--- config.mk ---
export PLATFORM = sky130hd
export DESIGN_NAME = order_scheduler_flat
export DESIGN_NICKNAME = d
export VERILOG_FILES = /design/src/rtl/order_scheduler_if.sv /design/src/rtl/order_scheduler.sv /design/src/flat_wrapper.sv
export SDC_FILE = /design/constraint.sdc
export NUM_CORES = 1
export LEC_CHECK = 0
export BUFFER_PORTS_ARGS = -buffer_cell sky130_fd_sc_hd__buf_2
export CORE_AREA = 8 8 76 78
export CTS_BUF_LIST = sky130_fd_sc_hd__clkbuf_8
export CTS_CLUSTER_DIAMETER = 80
export DETAILED_ROUTE_END_ITERATION = 7
export DIE_AREA = 0 0 84 86
export PLACE_DENSITY = 0.58
export SKIP_LAST_GASP = 1
export SYNTH_ARGS = -nofsm -noshare
export SYNTH_HDL_FRONTEND = slang
export SYNTH_SLANG_ARGS = --single-unit
export TNS_END_PERCENT = 50
--- constraint.sdc ---
create_clock -name clk -period 2.6 [get_ports clk]
set_clock_uncertainty 0.1 [all_clocks]
set_input_delay 0.13 -clock clk [delete_from_list [all_inputs] [get_ports clk]]
set_output_delay 0.13 -clock clk [all_outputs]
set_load 0.05 [all_outputs]
--- src/rtl/order_scheduler_if.sv ---
// Order scheduler handshake bundle.
//   req  : one-clk order pulse per menu (bit0 chicken set, bit1 ham set, bit2 combo)
//   ack  : one-clk pulse when a menu's order is dispatched to the cooking units
//   done : one-clk pulse when a menu's order has finished
//   ovr  : one-clk pulse when a req hits a menu that already holds an order
//   GN   : chicken unit busy
//   RD   : ham unit busy
//   YL   : drink unit busy
// The master side issues orders and watches status; the slave is the scheduler.
interface order_scheduler_if;
    logic [2:0] req;
    logic [2:0] ack;
    logic [2:0] done;
    logic [2:0] ovr;
    logic       GN;
    logic       RD;
    logic       YL;

    modport master (output req, input ack, done, ovr, GN, RD, YL);
    modport slave  (input req, output ack, done, ovr, GN, RD, YL);
endinterface

--- src/rtl/order_scheduler.sv ---
// Order scheduler: accepts one order per menu, dispatches pending orders onto
// three shared cooking units (chicken, ham, drink) whose busy time is tracked by
// 3-bit down-counters advancing on tick, and reports dispatch/finish/overrun.
//
// Ports:
//   clk  : system clock, rising edge
//   SW3  : synchronous active-low reset
//   tick : one-clk enable; unit timers count down only on it
//   bus  : order_scheduler_if.slave (req in; ack/done/ovr/GN/RD/YL out)
//
// Build option: define ORDER_SCHED_RR_EN for round-robin arbitration between
// menus; otherwise menu0 > menu1 > menu2 fixed priority with no pointer state.
//
// Per-menu order state:
//   state      | meaning
//   -----------+---------------------------------------------------------
//   ST_EMPTY   | no order held for this menu
//   ST_PENDING | order accepted, waiting for all its recipe units to be free
//   ST_RUNNING | recipe timers loaded; waits until every unit it still owns is 0
module order_scheduler #(
    parameter int unsigned T_CHK  = 5,
    parameter int unsigned T_HAM  = 6,
    parameter int unsigned T_HAM2 = 3,
    parameter int unsigned T_DRK  = 2
) (
    input  logic             clk,
    input  logic             SW3,
    input  logic             tick,
    order_scheduler_if.slave bus
);

    typedef enum logic [1:0] {
        ST_EMPTY   = 2'd0,
        ST_PENDING = 2'd1,
        ST_RUNNING = 2'd2
    } order_state_t;

    localparam logic [2:0] LD_CHK   = 3'(T_CHK);
    localparam logic [2:0] LD_HAM   = 3'(T_HAM);
    localparam logic [2:0] LD_HAM2  = 3'(T_HAM2);
    localparam logic [2:0] LD_DRK   = 3'(T_DRK);
    localparam logic [1:0] NO_OWNER = 2'd3;

    // unit index: 0 chicken, 1 ham, 2 drink
    function automatic logic [2:0] recipe_mask(input int m);
        case (m)
            0:       recipe_mask = 3'b101;
            1:       recipe_mask = 3'b010;
            default: recipe_mask = 3'b111;
        endcase
    endfunction

    function automatic logic [2:0] recipe_time(input int m, input int u);
        case (u)
            0:       recipe_time = LD_CHK;
            1:       recipe_time = (m == 1) ? LD_HAM : LD_HAM2;
            default: recipe_time = LD_DRK;
        endcase
    endfunction

    function automatic logic [2:0] first_one(input logic [2:0] x);
        if (x[0])      first_one = 3'b001;
        else if (x[1]) first_one = 3'b010;
        else if (x[2]) first_one = 3'b100;
        else           first_one = 3'b000;
    endfunction

    order_state_t st_q [3];
    order_state_t st_d [3];
    logic [2:0]   tmr_q [3];
    logic [2:0]   tmr_d [3];
    logic [1:0]   own_q [3];
    logic [1:0]   own_d [3];
    logic [2:0]   unit_free;
    logic [2:0]   fit;
    logic [2:0]   finish;
    logic [2:0]   gnt;
    logic [2:0]   ack_d;
    logic [2:0]   done_d;
    logic [2:0]   ovr_d;

    always_comb begin
        unit_free = '0;
        for (int u = 0; u < 3; u++) begin
            unit_free[u] = (tmr_q[u] == 3'd0);
        end
    end

    // A running menu finishes once every unit it still owns has drained. Units
    // it no longer owns (regranted after draining early) do not hold it back.
    always_comb begin
        fit    = '0;
        finish = '0;
        for (int m = 0; m < 3; m++) begin
            fit[m]    = (st_q[m] == ST_PENDING) &&
                        ((recipe_mask(m) & ~unit_free) == 3'b000);
            finish[m] = (st_q[m] == ST_RUNNING);
            for (int u = 0; u < 3; u++) begin
                if (own_q[u] == 2'(m) && !unit_free[u]) begin
                    finish[m] = 1'b0;
                end
            end
        end
    end

`ifdef ORDER_SCHED_RR_EN
    // ptr_q is the menu with highest priority this cycle. The candidate vector
    // is rotated so that bit 0 is the pointed menu, picked, then rotated back.
    logic [1:0] ptr_q;
    logic [2:0] fit_r;
    logic [2:0] pick_r;

    always_comb begin
        case (ptr_q)
            2'd1:    fit_r = {fit[0], fit[2], fit[1]};
            2'd2:    fit_r = {fit[1], fit[0], fit[2]};
            default: fit_r = fit;
        endcase
        pick_r = first_one(fit_r);
        case (ptr_q)
            2'd1:    gnt = {pick_r[1], pick_r[0], pick_r[2]};
            2'd2:    gnt = {pick_r[0], pick_r[2], pick_r[1]};
            default: gnt = pick_r;
        endcase
    end

    always_ff @(posedge clk) begin
        if (!SW3) begin
            ptr_q <= 2'd0;
        end else if (gnt[0]) begin
            ptr_q <= 2'd1;
        end else if (gnt[1]) begin
            ptr_q <= 2'd2;
        end else if (gnt[2]) begin
            ptr_q <= 2'd0;
        end
    end
`else
    always_comb begin
        gnt = first_one(fit);
    end
`endif

    // FSM: state register
    always_ff @(posedge clk) begin
        for (int m = 0; m < 3; m++) begin
            if (!SW3) begin
                st_q[m] <= ST_EMPTY;
            end else begin
                st_q[m] <= st_d[m];
            end
        end
    end

    // FSM: next state
    always_comb begin
        for (int m = 0; m < 3; m++) begin
            st_d[m] = st_q[m];
            case (st_q[m])
                ST_EMPTY:   if (bus.req[m]) st_d[m] = ST_PENDING;
                ST_PENDING: if (gnt[m])     st_d[m] = ST_RUNNING;
                ST_RUNNING: if (finish[m])  st_d[m] = ST_EMPTY;
                default:    st_d[m] = ST_EMPTY;
            endcase
        end
    end

    // FSM: outputs (registered below, so they appear one clk after the event)
    always_comb begin
        ack_d  = gnt;
        done_d = finish;
        ovr_d  = '0;
        for (int m = 0; m < 3; m++) begin
            ovr_d[m] = bus.req[m] && (st_q[m] != ST_EMPTY);
        end
    end

    // Unit timers and owners; a load on grant overrides the tick decrement.
    always_comb begin
        for (int u = 0; u < 3; u++) begin
            tmr_d[u] = (tick && tmr_q[u] != 3'd0) ? tmr_q[u] - 3'd1 : tmr_q[u];
            own_d[u] = own_q[u];
        end
        for (int m = 0; m < 3; m++) begin
            if (gnt[m]) begin
                for (int u = 0; u < 3; u++) begin
                    if (recipe_mask(m)[u]) begin
                        tmr_d[u] = recipe_time(m, u);
                        own_d[u] = 2'(m);
                    end
                end
            end
        end
    end

    always_ff @(posedge clk) begin
        if (!SW3) begin
            for (int u = 0; u < 3; u++) begin
                tmr_q[u] <= 3'd0;
                own_q[u] <= NO_OWNER;
            end
            bus.ack  <= 3'b000;
            bus.done <= 3'b000;
            bus.ovr  <= 3'b000;
            bus.GN   <= 1'b0;
            bus.RD   <= 1'b0;
            bus.YL   <= 1'b0;
        end else begin
            for (int u = 0; u < 3; u++) begin
                tmr_q[u] <= tmr_d[u];
                own_q[u] <= own_d[u];
            end
            bus.ack  <= ack_d;
            bus.done <= done_d;
            bus.ovr  <= ovr_d;
            bus.GN   <= (tmr_d[0] != 3'd0);
            bus.RD   <= (tmr_d[1] != 3'd0);
            bus.YL   <= (tmr_d[2] != 3'd0);
        end
    end

endmodule
--- src/flat_wrapper.sv ---
// flat-port wrapper written by rule: the top's interface ports become plain ports
module order_scheduler_flat 
#(
    parameter int unsigned T_CHK  = 5,
    parameter int unsigned T_HAM  = 6,
    parameter int unsigned T_HAM2 = 3,
    parameter int unsigned T_DRK  = 2
)
  (clk, SW3, tick, bus_req, bus_ack, bus_done, bus_ovr, bus_GN, bus_RD, bus_YL);
  order_scheduler_if bus_i ();
  input  logic clk;
  input  logic SW3;
  input  logic tick;
  input wire logic [$bits(bus_i.req)-1:0] bus_req;
  output wire logic [$bits(bus_i.ack)-1:0] bus_ack;
  output wire logic [$bits(bus_i.done)-1:0] bus_done;
  output wire logic [$bits(bus_i.ovr)-1:0] bus_ovr;
  output wire logic [$bits(bus_i.GN)-1:0] bus_GN;
  output wire logic [$bits(bus_i.RD)-1:0] bus_RD;
  output wire logic [$bits(bus_i.YL)-1:0] bus_YL;
  assign bus_i.req = bus_req;
  assign bus_ack = bus_i.ack;
  assign bus_done = bus_i.done;
  assign bus_ovr = bus_i.ovr;
  assign bus_GN = bus_i.GN;
  assign bus_RD = bus_i.RD;
  assign bus_YL = bus_i.YL;
  order_scheduler #(.T_CHK(T_CHK), .T_HAM(T_HAM), .T_HAM2(T_HAM2), .T_DRK(T_DRK)) u_core (.clk(clk), .SW3(SW3), .tick(tick), .bus(bus_i));
endmodule
; Yosys cells after proc, flatten, opt, wreduce, memory -nomap -nowiden
; Memories as Yosys holds them, arrays and structs flattened.
; Cells that the tools add are included.
[word_totals]
ff_bits = 12
ramBits = 21
output_inout_bits = 12
wordCells = 141
memories = 3
[mem_list]
columns = memory, depth, width, rd, rd_clocked_by_memory_dff, write_ports, line
row1 = u_core.tmr_q, 3, 3, 3, 0, 3, order_scheduler.sv:70  ; logic [2:0] tmr_q [3];
row2 = u_core.own_q, 3, 2, 3, 0, 3, order_scheduler.sv:72  ; logic [1:0] own_q [3];
row3 = u_core.st_q, 3, 2, 3, 0, 3, order_scheduler.sv:68  ; order_state_t st_q [3];
[classes]
add_sub_neg = 3
eq_ne = 12
n_mux = 65
bitwise_logic = 10
reduce_logical = 42
[ops]
columns = operator, count
row1 = $mux 3, 21
row2 = $mux 2, 24
row3 = $mux 9, 3
row4 = $logic_and 1x1->1, 18
row5 = $logic_not 3->1, 6
row6 = $mux 6, 3
row7 = $pmux 2 s3, 3
row8 = $reduce_bool 3->1, 6
row9 = $eq 2x1->1 const B, 6
row10 = $eq 2x2->1 const B, 6
row11 = $logic_not 2->1, 6
row12 = $mux 1, 11
row13 = $or 1x1->1, 9
row14 = $sub 3x1->3 const B, 3
row15 = $reduce_bool 2->1, 3
row16 = $logic_not 1->1, 3
row17 = $not 3->3, 1

; Logic depth before layout (Yosys ltp)
[logic_depth]
word_depth = 15
ltp_mapped = 8
ltp_nobuf = 7

; Least setup slack after synthesis
; No wires, ideal clock.
[synth_timing]
path_kind = register -> register
from = memory u_core.tmr_q[0][0]
to = register u_core.bus.RD
arrival_time_ns = 1.692
setup_slack_ns = 0.688
path_stages_with_launch = 9
cell_sequence = dfxtp_1 -> inv_1 -> ha_1 -> nor4bb_1 -> buf_2 -> and2_4 -> nor3_2 -> a211o_1 -> o31a_1
[synth_rtl]
columns = element, line
row1 = "start, declared", order_scheduler.sv:70
row2 = "end signal, assigned", order_scheduler.sv:217  ; bus.RD <= (tmr_d[1] != 3'd0);
row3 = "end, declared", order_scheduler_if.sv:20  ; modport slave (input req, output ack, done, ovr, GN, RD, YL);

==> run metrics <==
area post-placement=0.001466 mm^2; Max Cap Violations=0; Comb power frac=0.474; Boundary Pins=18; FP Rows=25; Top Family by Delay on Critical Path=compound AO/OA/AOI/OAI gates; number of antenna violations at the first check in global routing=0; Critical-path top delay cell=dfxtp_1; setup-violating endpoint count in the final report=0; Core Box Area=about 0.0046 mm^2; vias in the first global route=about 1000; Detailed Place HPWL=1937 um; final worst slack=between 0.5 and 0.6 ns; number of clock sinks seen by CTS=31; Register Area=620.6 um^2; die span in x=between 80 and 90 um; RSZ-0062 raised after global routing=false; overall global routing resource usage=0.08032; number of buffers created by CTS=5; P_int=around 1.2 mW; sequential-to-total area share from yosys stat=0.4693; Hold/Removal Path Class=in -> reg; largest incremental delay on the critical path=approximately 0.33 ns; count of warnings emitted by yosys=0; startpoint type of the worst setup path=register; final critical delay including setup and external delays=2.073 ns; average wire per standard cell=11.96 um; PortBufs=17; Rel. slew slack=0.6392; post-CTS setup-driven buffer insertion count=0; Die Footprint=0.007224 mm^2; leading post-synthesis cells by cell area=dfxtp_1 (47%), ha_1 (5.7%), a21oi_1 (3.8%), inv_1 (3.4%), nor2_1 (3.4%); clock slew seen by the registers of the worst setup and hold paths=around 0.060 ns; fraction of registers with async set/reset=0; top achievable clock speed=482.4 MHz; CTS tree=yes; per-instance average area after synthesis=9.248 um^2; cell area after technology mapping=0.001323 mm^2; Period Utilization, post-route=0.7974; Gates resized, CTS repair=0; remaining global-route overflow=0; multi-input gate area in the final layout=640.6 um^2; critical path class=reg -> reg; flop2flop setup slack=0.53 ns; clock network fraction of design power=0.169; Post-synth EDFFs=0; pin count of the biggest net entering global routing=20; syn_nets=155; number of DRC violations after detailed routing=0; status=complete, no violations; share of the synthesized area in the top cell type=0.4693; Layout area overhead=19.30%; Total Power Consumption=2.066 mW; top flip-flop cell by instance count after synthesis=dfxtp_1; Initial DRT Pass Iterations=4; number of filler cells placed in the layout=498; number of antenna cells inserted=0; deepest level of the CTS H-tree=2; clock root cell=clkbuf_8; insertion delay to the later sink of the worst-skew pair=0.28 ns; worst slack at placement=0.5438 ns; share of total power consumed by net switching=0.4151; via count of the routed design=approximately 1000; height of the chip=86 um; critical path endpoint category=register; Hold Fails Final Rpt=0; switching power summed over all nets=0.8577 mW; largest area contributor in the synthesized netlist=dfxtp_1; worst supply voltage drop on vdd=0.3821 mV; Pleak=0.7205 nW; number of pins with negative max-slew slack in the final report=0; layout cells sized above 1=0.1786; top fanout value on the critical path=7; global placement routability congestion=between 0.7 and 0.8; number of instances in the synthesized netlist=143; number of DRC violations after detailed-routing iteration 0=between 70 and 80; cell area power density=1310 mW/mm^2; count of nets after finishing=179; CP bufs+invs=2; starting utilization of the core area=0.2876; cts-stage hold buffer count=3; final non-filler cell area=around 0.0016 mm^2; remaining antenna violation count after routing=0; first-pass GRT wire length=4650 um; count of distinct cell types in the synthesized netlist=39; transition time of the tightest slew-check pin=about 0.54 ns; Crit path required time=2.66 ns; #FFs+latches synth=31; clock buffer depth=2; Routed Wire Length=between 2000 and 3000 um; ratio of routed vias to standard cells=4.676; cells traversed along the worst timing path=inv_1 -> ha_1 -> nor4bb_1 -> buf_4 -> and2_4 -> nor3_2 -> a211o_1 -> o31a_1; Post-Route Setup TNS=0 ns; CP Data Arrival Time=between 2 and 2.5 ns; relative contribution of sequential cells to total power=0.356
-- Yosys cell counts, types with 3 or more instances --
cell type,instances
dfxtp_1,31
inv_1,12
nor2_1,12
a21oi_1,10
nand2_1,8
ha_1,6
nor3_1,6
nand2b_1,5
o21a_1,5
and3_1,3
clkbuf_1,3
nor2b_1,3
o211a_1,3
o211ai_1,3
o21ai_0,3
xnor2_1,3
-- through the flow --
| step | hold slack, ns | std cells | util |
|---|---|---|---|
| floorplan | 0.1634 | 143 | - |
| global placement | 0.2776 | 211 | 0.3189 |
| detailed placement | 0.2774 | 211 | 0.3189 |
| CTS | 0.08495 | 222 | 0.3431 |
| global route | 0.09971 | 222 | 0.3431 |
| finish | 0.08914 | 222 | 0.3431 |
-- cells by family (layout without fill, tap and decap cells) --
kind of cell / count (synthesis) / count (layout) / share of synthesized area
AO/OA/AOI/OAI: 35 / 35 / 0.1873
XOR/XNOR: 4 / 4 / 0.02649
adder cells (fa/ha/maj): 6 / 6 / 0.05676
buffers and inverters: 16 / 41 / 0.04635
flip-flops: 31 / 31 / 0.4693
AND/OR/NAND/NOR: 51 / 51 / 0.2138
-- power groups by stage --
stage                     Combinational [mW]  Sequential [mW]  Clock, mW
after floorplan                        0.651            0.871          0
after global placement                 0.982            0.746          0
after detailed placement               0.976            0.746          0
after CTS                              0.987            0.736      0.362
after global routing                    1.10            0.759      0.388
final                                  0.980            0.736      0.350
-- layout make-up --
cell class / instances / area share
clock buffer: 5 / 0.04362
clock inverter: 3 / 0.007930
inverter: 12 / 0.02855
multi-input combinational: 96 / 0.4060
sequential: 31 / 0.3933
tap: 54 / 0.04282
timing repair buffer: 21 / 0.07772
-- layer usage --
layer,up-vias,share of wire,GRT usage
met1,475,0.48,0.09474
met5,-,0,0
li1,544,-,-
met3,5,0.042,0.03223
met2,14,0.45,0.1242
met4,0,0.019,0.03768
-- layout by cell type, fill, tap and decap left out, types with 2 or more instances in the layout --
master,netlist,routed
and2_1,2,2
ha_1,6,6
nand2_1,8,8
dfxtp_1,31,31
nor2_1,12,12
o211a_1,3,3
dlygate4sd3_1,0,3
o21ai_0,3,3
xnor2_1,3,3
inv_1,12,14
o21a_1,5,5
nor3_1,6,6
nor2b_1,3,3
buf_2,1,17
a31oi_1,2,2
o211ai_1,3,3
o31a_1,2,2
nor4_1,2,2
clkbuf_8,0,5
and3_1,3,3
nand2b_1,5,5
a21oi_1,10,10
-- final timing paths --
path / from / end / cells past startpoint
hold reg to reg: u_core.st_q[0][1] / u_core.st_q[0][0] / 1
setup reg to reg: u_core.tmr_q[0][1] / u_core.bus.RD / 8
setup / recovery: u_core.tmr_q[0][1] / u_core.bus.RD / 8
hold / removal: SW3 / u_core.own_q[0][2] / 2
-- state kept, by name, summed over array words and instances, names as in the netlist --
| register | cells |
|---|---|
| u_core.bus.GN | 1 |
| u_core.bus.RD | 1 |
| u_core.bus.YL | 1 |
| u_core.bus.ack | 3 |
| u_core.bus.done | 3 |
| u_core.bus.ovr | 3 |
| u_core.own_q | 4 |
| u_core.st_q | 6 |
| u_core.tmr_q | 9 |
No activity file was read; power rests on OpenSTA's default activity.
